File: config.mk
export PLATFORM = sky130hd
export DESIGN_NAME = ball_kinematics
export DESIGN_NICKNAME = d
export VERILOG_FILES = /design/src/rtl/ball_kinematics.sv
export SDC_FILE = /design/constraint.sdc
export NUM_CORES = 1
export LEC_CHECK = 0
export ABC_AREA = 1
export CAP_MARGIN = 25
export CORE_ASPECT_RATIO = 1.5
export CORE_MARGIN = 2
export CORE_UTILIZATION = 51
export CTS_CLUSTER_SIZE = 25
export DETAILED_ROUTE_END_ITERATION = 8
export GPL_TIMING_DRIVEN = 0
export PLACE_DENSITY = 0.85
export SLEW_MARGIN = 20
export SYNTH_ARGS = -nofsm -noshare
export SYNTH_HDL_FRONTEND = slang
export SYNTH_SLANG_ARGS = --single-unit
File: constraint.sdc
create_clock -name clk -period 8.83 [get_ports clk]
set_clock_uncertainty 0.05 [all_clocks]
set_input_delay 1.766 -clock clk [delete_from_list [all_inputs] [get_ports clk]]
set_output_delay 1.766 -clock clk [all_outputs]
set_load 0.03 [all_outputs]
File: src/rtl/ball_kinematics.sv
// rtl/ball_kinematics.sv - Pong ball motion engine: position, direction, speed, serve and miss handling
// Optional paddle-hit speed-up is enabled by defining BALL_SPEEDUP_EN.
module ball_kinematics #(
   parameter int X_W           = 10,
   parameter int Y_W           = 9,
   parameter int SCREEN_W      = 640,
   parameter int SCREEN_H      = 480,
   parameter int BALL_SIZE     = 8,
   parameter int TICK_DIV      = 833333,
   parameter int SPEED_INIT    = 1,
   parameter int SPEED_MAX     = 7,
   parameter int HITS_PER_STEP = 4
) (
   input  logic           clk,
   input  logic           reset,
   input  logic           serve,
   input  logic           serve_dir,
   input  logic           paddle_collision,
   input  logic           wall_collision,
   output logic [X_W-1:0] x_o,
   output logic [Y_W-1:0] y_o,
   output logic           bx_dir,
   output logic           by_dir,
   output logic [2:0]     speed_o,
   output logic           in_play,
   output logic           miss_left,
   output logic           miss_right
);

   localparam int TICK_W = (TICK_DIV > 2) ? $clog2(TICK_DIV) : 1;
   localparam int HIT_W  = $clog2(HITS_PER_STEP + 1);

   localparam logic [X_W-1:0] X_CTR = X_W'((SCREEN_W - BALL_SIZE) / 2);
   localparam logic [Y_W-1:0] Y_CTR = Y_W'((SCREEN_H - BALL_SIZE) / 2);
   localparam logic [X_W-1:0] X_LIM = X_W'(SCREEN_W - BALL_SIZE);
   localparam logic [Y_W-1:0] Y_LIM = Y_W'(SCREEN_H - BALL_SIZE);

   localparam logic signed [X_W:0] X_LIM_S = (X_W+1)'(SCREEN_W - BALL_SIZE);
   localparam logic signed [Y_W:0] Y_LIM_S = (Y_W+1)'(SCREEN_H - BALL_SIZE);
   localparam logic signed [Y_W:0] Y_STEP  = (Y_W+1)'(1);

   typedef enum logic [1:0] {
      IDLE,
      PLAY,
      MISS
   } state_t;

   state_t            state;
   logic [TICK_W-1:0] tick_cnt;
   logic              tick;
   logic              pf;
   logic              wf;
   logic [HIT_W-1:0]  hit_cnt;

   logic              pf_now;
   logic              wf_now;
   logic              bx_next;
   logic              by_next;
   logic [HIT_W-1:0]  hit_inc;
   logic              hit_full;
   logic              step_up;
   logic [2:0]        speed_up;
   logic signed [X_W:0] x_ext;
   logic signed [X_W:0] sp_ext;
   logic signed [X_W:0] nx;
   logic signed [Y_W:0] y_ext;
   logic signed [Y_W:0] ny;

   assign tick = (tick_cnt == TICK_W'(TICK_DIV - 1));

   always_ff @(posedge clk) begin
      if (reset) begin
         tick_cnt <= '0;
      end else if (tick) begin
         tick_cnt <= '0;
      end else begin
         tick_cnt <= tick_cnt + TICK_W'(1);
      end
   end

   // A collision strobe landing on the tick cycle itself is folded into that tick.
   assign pf_now  = pf | paddle_collision;
   assign wf_now  = wf | wall_collision;
   assign bx_next = bx_dir ^ pf_now;
   assign by_next = by_dir ^ wf_now;

   assign hit_inc  = hit_cnt + HIT_W'(pf_now);
   assign hit_full = (hit_inc == HIT_W'(HITS_PER_STEP));
   assign speed_up = (speed_o >= 3'(SPEED_MAX)) ? speed_o : speed_o + 3'd1;

`ifdef BALL_SPEEDUP_EN
   assign step_up = hit_full;
`else
   assign step_up = 1'b0;
`endif

   // One extra signed bit lets a step past either edge show up as a sign or overflow.
   assign x_ext  = signed'({1'b0, x_o});
   assign sp_ext = signed'((X_W+1)'(speed_o));
   assign nx     = bx_next ? (x_ext + sp_ext) : (x_ext - sp_ext);
   assign y_ext  = signed'({1'b0, y_o});
   assign ny     = by_next ? (y_ext + Y_STEP) : (y_ext - Y_STEP);

   always_ff @(posedge clk) begin
      if (reset) begin
         state      <= IDLE;
         pf         <= 1'b0;
         wf         <= 1'b0;
         hit_cnt    <= '0;
         x_o        <= X_CTR;
         y_o        <= Y_CTR;
         bx_dir     <= 1'b0;
         by_dir     <= 1'b0;
         speed_o    <= 3'(SPEED_INIT);
         in_play    <= 1'b0;
         miss_left  <= 1'b0;
         miss_right <= 1'b0;
      end else begin
         miss_left  <= 1'b0;
         miss_right <= 1'b0;
         case (state)
            IDLE: begin
               pf <= 1'b0;
               wf <= 1'b0;
               if (serve) begin
                  state   <= PLAY;
                  in_play <= 1'b1;
                  bx_dir  <= serve_dir;
                  by_dir  <= 1'b1;
                  speed_o <= 3'(SPEED_INIT);
                  hit_cnt <= '0;
               end
            end
            PLAY: begin
               if (tick) begin
                  pf      <= 1'b0;
                  wf      <= 1'b0;
                  bx_dir  <= bx_next;
                  hit_cnt <= hit_full ? '0 : hit_inc;
                  if (step_up) begin
                     speed_o <= speed_up;
                  end
                  if (nx[X_W]) begin
                     x_o       <= '0;
                     miss_left <= 1'b1;
                     in_play   <= 1'b0;
                     state     <= MISS;
                  end else if (nx > X_LIM_S) begin
                     x_o        <= X_LIM;
                     miss_right <= 1'b1;
                     in_play    <= 1'b0;
                     state      <= MISS;
                  end else begin
                     x_o <= nx[X_W-1:0];
                  end
                  // Edge bounces take precedence over a pending wall toggle.
                  if (ny[Y_W]) begin
                     y_o    <= '0;
                     by_dir <= 1'b1;
                  end else if (ny > Y_LIM_S) begin
                     y_o    <= Y_LIM;
                     by_dir <= 1'b0;
                  end else begin
                     y_o    <= ny[Y_W-1:0];
                     by_dir <= by_next;
                  end
               end else begin
                  pf <= pf_now;
                  wf <= wf_now;
               end
            end
            MISS: begin
               pf <= 1'b0;
               wf <= 1'b0;
               if (tick) begin
                  state  <= IDLE;
                  x_o    <= X_CTR;
                  y_o    <= Y_CTR;
                  by_dir <= 1'b0;
               end
            end
            default: begin
               state <= IDLE;
            end
         endcase
      end
   end

endmodule

# == Yosys cells after proc, flatten, opt, wreduce, memory -nomap -nowiden ==
# Cells that the tools add are included.
# word_totals
ff_bits,48
out_inout_bits,27
elab_cells,82
# op_classes
add_sub_neg,5
magnitude_cmp,2
eq_ne,7
mux,37
bitwise_logic,6
reduce_logical,14
# ops
cell,n
10-bit two-way mux,5
9-bit two-way mux,4
20-bit by 1-bit adder with 20-bit output (second input constant),1
20-bit equality test (second input constant),1
10-bit one-hot mux with 2 select lines,1
9-bit one-hot mux with 2 select lines,1
1-bit two-way mux,14
4-bit AND reduction,3
10-bit by 1-bit adder with 11-bit output (second input constant),1
11-bit > comparator (second input constant),1
11-bit two-way mux,1
10-bit by 1-bit subtractor with 11-bit output (second input constant),1
9-bit by 1-bit adder with 10-bit output (second input constant),1
10-bit > comparator (second input constant),1
2-bit two-way mux,5
9-bit by 1-bit subtractor with 10-bit output (second input constant),1
1-bit one-hot mux with 2 select lines,4
2-bit != test (second input constant),3
2-bit one-hot mux with 3 select lines,1
3-bit AND reduction,2
2-bit nonzero test,3
2-bit OR reduction,2
4-bit OR reduction,1
3-bit != test (second input constant),1
other kinds (9),12

# == Longest topological paths before layout ==
# Gate-level depths: netlist of run 1.
# logic_depth
word_depth,8
mapped_depth,22

# == Worst setup path after synthesis of run 1 ==
# OpenSTA, ideal clock, no wires.
# synth_path
kind,in2reg
from,in wall_collision
to,reg y_o[5]
arrival_time_ns,4.243
required_time_ns,8.649
path_slack_ns,4.406
path_stages,17
n_path_buf,0
path_cell_list,nor2_1 > xor2_1 > ha_1 > a21oi_1 > nand2_1 > a21oi_1 > o21bai_1 > nand2_1 > nand2_1 > nand2_1 > nand2_1 > nand2_1 > nand3_1 > nor2_1 > inv_1 > a21oi_1 > o21ai_0
# synth_via
elab_chain_cells,8
# synth_lines
element,line_no,text
start: declaration,19,"input logic wall_collision,"
1-bit bitwise OR (*),83,assign wf_now = wf | wall_collision;
1-bit XOR (*),85,assign by_next = by_dir ^ wf_now;
10-bit two-way mux (*),102,assign ny = by_next ? (y_ext + Y_STEP) : (y_ext - Y_STEP);
10-bit > comparator,160,end else if (ny > Y_LIM_S) begin
9-bit two-way mux,160,
9-bit two-way mux (*),157,if (ny[Y_W]) begin
9-bit two-way mux (*),135,if (tick) begin
9-bit one-hot mux with 2 select lines (*),121,case (state)
end signal: assignment,164,y_o <= ny[Y_W-1:0];
end: declaration,21,"output logic [Y_W-1:0] y_o,"
# Mark *: on every way between the ends. The rest lies on a longest branch, timed or not. The select of a mux whose other input is x is not followed.
# A chain may end at the register's enable or synchronous reset.

# == Worst setup path after layout of run 1 ==
# Same ends and word-level chain as after synthesis.

==> results of run 1 <==
[registers in the layout, indices dropped and copies added, names as in the netlist, 2 cells and up]
signal and cells:
tick_cnt 20, x_o 10, y_o 9, state 2
[layout make-up]
type / count / share of cell area [%]
flip-flops and latches: 48 / 25.83
plain buffers: 10 / 1.749
clock inverters: 1 / 0.8073
well taps: 74 / 2.489
multi-input cells: 361 / 51.16
repair buffers: 29 / 7.804
clock buffers: 7 / 2.590
inverters: 75 / 7.568
[worst min path at each step]
stage                      startpoint     endpoint  slack, ns  cells past startpoint
final                     tick_cnt[0]  tick_cnt[0]       0.40                      1
after floorplan           tick_cnt[0]  tick_cnt[0]       0.37                      1
after global placement    tick_cnt[0]  tick_cnt[0]       0.38                      1
after global routing      tick_cnt[0]  tick_cnt[0]       0.42                      1
after detailed placement  tick_cnt[0]  tick_cnt[0]       0.39                      1
after CTS                 tick_cnt[0]  tick_cnt[0]       0.40                      1
[layer usage]
layer  vias to the layer above  global-route usage, %
met3                        22                  3.128
met1                      1480                  23.97
met4                         0                  9.351
li1                       1670                      -
met5                         -                      0
met2                        72                  45.93
[cells in the mapped netlist, drive strengths merged]
library cell,count,area [µm²]
xnor2,3,26.28
a211oi,2,15.01
nand4,4,25.02
nor2,43,181.4
a221oi,1,8.760
a22oi,1,7.510
clkbuf,4,15.01
a41oi,5,43.79
nor4,1,6.260
o22ai,1,6.260
xor2,8,70.07
or2,3,18.77
fa,1,20.02
nand2,142,575.6
nor4b,1,8.760
a31oi,3,18.77
nand3b,1,7.510
and3,1,6.260
o211ai,3,22.52
inv,74,277.8
o311ai,1,8.760
a21oi,37,188.9
nand3,40,210.2
a311oi,1,8.760
o21a,1,7.510
o21ai,22,110.1
buf,6,50.04
ha,13,162.7
o21bai,2,15.01
a21boi,1,11.26
dfxtp,48,960.9
nor3b,4,30.03
o31ai,1,7.510
nor3,10,55.05
conb,2,7.510
clkinv,1,3.750
a21o,1,7.510
[worst max-delay path: stages]
cell,delay (ns)
sky130_fd_sc_hd__clkdlybuf4s50_1,0.44
sky130_fd_sc_hd__nor2_1,0.18
sky130_fd_sc_hd__xor2_1,0.84
sky130_fd_sc_hd__ha_1,0.44
sky130_fd_sc_hd__a21oi_1,0.16
sky130_fd_sc_hd__nand2_1,0.09
sky130_fd_sc_hd__a21oi_1,0.25
sky130_fd_sc_hd__o21bai_1,0.14
sky130_fd_sc_hd__nand2_1,0.08
sky130_fd_sc_hd__nand2_1,0.05
sky130_fd_sc_hd__nand2_1,0.09
sky130_fd_sc_hd__nand2_1,0.09
sky130_fd_sc_hd__nand2_1,0.14
sky130_fd_sc_hd__nand3_1,0.11
sky130_fd_sc_hd__nor2_1,0.20
sky130_fd_sc_hd__inv_1,0.12
sky130_fd_sc_hd__a21oi_1,0.14
sky130_fd_sc_hd__o21ai_0,0.08
[cells by family (layout without fill, tap and decap cells)]
kind of cell / after synthesis / count (layout)
AO/OA/AOI/OAI: 83 / 83
adder cells (fa/ha/maj): 14 / 14
buffers and inverters: 85 / 122
flip-flops: 48 / 48
AND/OR/NAND/NOR: 250 / 250
other: 2 / 3
XOR/XNOR: 11 / 11
[power groups by stage]
stage / Sequential [µW] / Combinational [µW] / Clock, µW
2_1_floorplan: 241 / 240 / 0
3_3_place_gp: 237 / 298 / 0
3_5_place_dp: 238 / 309 / 0
4_1_cts: 233 / 311 / 173
5_1_grt: 234 / 351 / 181
6_report: 233 / 314 / 172
[stage by stage]
step / utilization [%] / hold slack, ns / setup WS, ns / area [µm²] / std cells
4_1_cts: 60.67 / 0.4037 / 3.607 / 3720 / 605
3_5_place_dp: 58.61 / 0.3868 / 3.307 / 3593 / 597
6_report: 60.67 / 0.4036 / 3.532 / 3720 / 605
5_1_grt: 60.67 / 0.4216 / 3.334 / 3720 / 605
2_1_floorplan: - / 0.3673 / 4.406 / 3211 / 494
3_3_place_gp: 58.61 / 0.3778 / 3.428 / 3593 / 597
==> results by stage, run 1 <==
Floorplan:
- The floorplan step defined a die boundary enclosing 0.006951 mm².
- The area of the core is 0.006131 mm².
- From left edge to right edge, the die measures 68.75 µm.
- The count of standard-cell rows is 35.
- The floorplan step set the die height to 101.1 µm.
- The number of ports placed on the die boundary is 33.
- For this configuration, the core starts out at a cell density of 52.31%.

STA:
- The number of setup violations in the final report is 0.
- The final worst-path cycle share is 60.00%.
- The smallest clock period supported by the final layout is computed as 5.298 ns.
- The total count of max-transition violations in the final report is 0.
- The slew of the pin with the lowest slew margin is 1.051 ns.
- The maximum frequency from static timing analysis is 0.1888 GHz.
- Headroom to the max-slew limit came out at 29.70%.
- The sum of negative setup slack is 0 ns.
- The hold violation count in the final report came to 0.
- Setup repair after global routing left no endpoint under its margin.

CTS:
- CTS built an H-tree with a depth of 2.
- The cell sitting at the root of the clock tree is a sky130_fd_sc_hd__clkbuf_8.
- The TritonCTS clock tree is yes.
- The number of instances resized during post-cts repair is 0.
- The clock-pin slew reported for the worst setup and hold paths after clock tree synthesis is 0.08 ns.
- The number of buffers on the longest clock path is 2.
- The number of hold-repair buffers added at the cts stage is 0.
- The clock sink total is 48.
- The post-CTS setup repair buffer count is 0.
- The CTS buffer count is 5.
- The clock latency at the later pin of the worst-skew pair is 0.30 ns.

Global route:
- The total congestion overflow after global routing is 0.
- Entering global routing, the biggest net connects 15 pins.
- The via count of the first global-routing pass is 3094.
- The wire length of the first global-routing pass is 12790 µm.
- Global routing used 23.59% of the available tracks across all layers.
- The number of antenna violations at the first check in global routing is 0.

Drt:
- Wires add up to 7839 µm.
- For this block, the initial DRC count from the detailed router was 96.
- For this run, design rule violations remaining after detail routing come to 0.
- The total iterations of the first detailed-routing run is 4.
- The routed design uses 232 µm of met3 wire.
- The number of routed nets with antenna violations is 0.
- The number of vias in the routed layout is 3244.
- The mean routed wirelength per cell is 12.96 µm.
- The total met2 wirelength after detailed routing is 4273 µm.
- In this run the top signal layer used is met4.
- The vias per cell is 5.362.
- The detailed router put a total of 3059 µm of wire on met1.

Hold path:
- The type of the tightest min-delay check is flip-flop to flip-flop.

Power:
- Summed over all cells, the static leakage comes to 0.001671 µW.
- Sequential cells burn 32.3% of the power.
- The internal portion of total power is 433.5 µW.
- For this design the total switching power over the nets is 286.2 µW.
- The fraction of power consumed by combinational cells is 43.7%.
- The proportion of power drawn by the clock network is 24.0%.
- Summing internal, switching and leakage power gives 719.6 µW.
- The areal power density over the cells is 193.5 mW/mm².
- The worst vdd rail ir drop is 0.1378 mV.
- Net switching is 39.76% of the power.

Critical path:
- The startpoint identified for the worst register-to-register timing path is wf.
- The worst register-to-register path has a depth of 17.
- In this run the register-to-register setup slack is 5.12 ns.
- The data required time at the worst endpoint is 8.95 ns.
- STA classifies the critical path startpoint as an input pin.
- Of all nets on the critical path, the largest fanout is 12.
- The path type of the worst setup path is input pin to flip-flop.
- Data on the critical path arrives at its endpoint at 5.42 ns.
- The worst setup path is captured at a flip-flop.
- The most critical setup path has its endpoint at y_o[5].
- The end of the worst register-to-register path is y_o[5].
- In this run the worst setup path begins at wall_collision.

Finish:
- Leaving out fill and tap cells, the most frequent cells in the layout are 127 x sky130_fd_sc_hd__nand2_1, 74 x sky130_fd_sc_hd__inv_1, 48 x sky130_fd_sc_hd__dfxtp_1.
- Leaving out fill and tap cells, the most frequent cell in the layout is sky130_fd_sc_hd__nand2_1.
- The number of antenna cells inserted is 0.
- Summing all multi-input logic gate instances after layout gives 0.001903 mm².
- The register area is 960.9 µm².
- In the final design database the tool counted 550 nets.
- The share of layout cells above drive strength 1 is 8.098%.
- The layout has 595 filler cells.
- The area growth from synthesis to final layout is 16.00%.

Placement:
- The half-perimeter wire length after placement is 6152 µm.
- The count of buffers from port buffering is 29.
- The routability congestion estimate is 0.8502.

Yosys:
- The area fraction in compound gates after synthesis is 15.22%.
- The combinational family with the most area after synthesis is simple AND/OR/NAND/NOR gates.
- The post-synthesis instance total is 493.
- Of the total synthesized cell area, the portion taken by full adders, half adders and majority gates is 5.696%.
- After synthesis the netlist holds a flip-flop and latch count of 48.
- The post-synthesis instance area is 0.003207 mm².
- The synthesized netlist devotes 35.08% of its cell area to simple gates.
- The number of different library cells used by synthesis comes to 47.
- The proportion of synthesized chip area in sequential cells is 29.96%.
- Yosys printed 0 warnings.
- The portion of synthesized area spent on multiplexers is 0%.
- Dividing the synthesized area by the synthesized cell count gives 6.505 µm².
- Of the total synthesized cell area, the portion taken by XOR and XNOR cells is 3.004%.

Status:
- The flow ran to the end, and the final reports show no timing, DRC or antenna violations.

Flow run:
- The count of maximum capacitance violations is 0.
(Power assumes the default switching activity.)
==> run 2: changes to the inputs <==
==> constraint.sdc (replaced) <==
create_clock -name clk -period 5 [get_ports clk]
set_clock_uncertainty 0.05 [all_clocks]
set_input_delay 1 -clock clk [delete_from_list [all_inputs] [get_ports clk]]
set_output_delay 1 -clock clk [all_outputs]
set_load 0.03 [all_outputs]
==> results of run 2 <==
The final DEF is identical to that of run 1. Status: complete, no violations.
Main changes from that run: setup slack after placement 3.307 ns -> 0.2428 ns; setup slack after layout 3.532 ns -> 0.4680 ns; register-to-register setup slack 5.12 ns -> 1.29 ns; total power 719.6 µW -> 1271 µW; worst IR drop on VDD 0.1378 mV -> 0.2434 mV
==> run 3: changes to the inputs <==
--- a/config.mk
+++ b/config.mk
@@ -14,7 +14,6 @@
 export DETAILED_ROUTE_END_ITERATION = 8
 export GPL_TIMING_DRIVEN = 0
 export PLACE_DENSITY = 0.85
-export SLEW_MARGIN = 20
 export SYNTH_ARGS = -nofsm -noshare
 export SYNTH_HDL_FRONTEND = slang
 export SYNTH_SLANG_ARGS = --single-unit
==> results of run 3 <==
The final DEF is identical to that of run 1. Status: complete, no violations.
Main changes from that run: setup slack after placement 3.307 ns -> 0.2428 ns; setup slack after layout 3.532 ns -> 0.4680 ns; register-to-register setup slack 5.12 ns -> 1.29 ns; total power 719.6 µW -> 1271 µW; worst IR drop on VDD 0.1378 mV -> 0.2434 mV
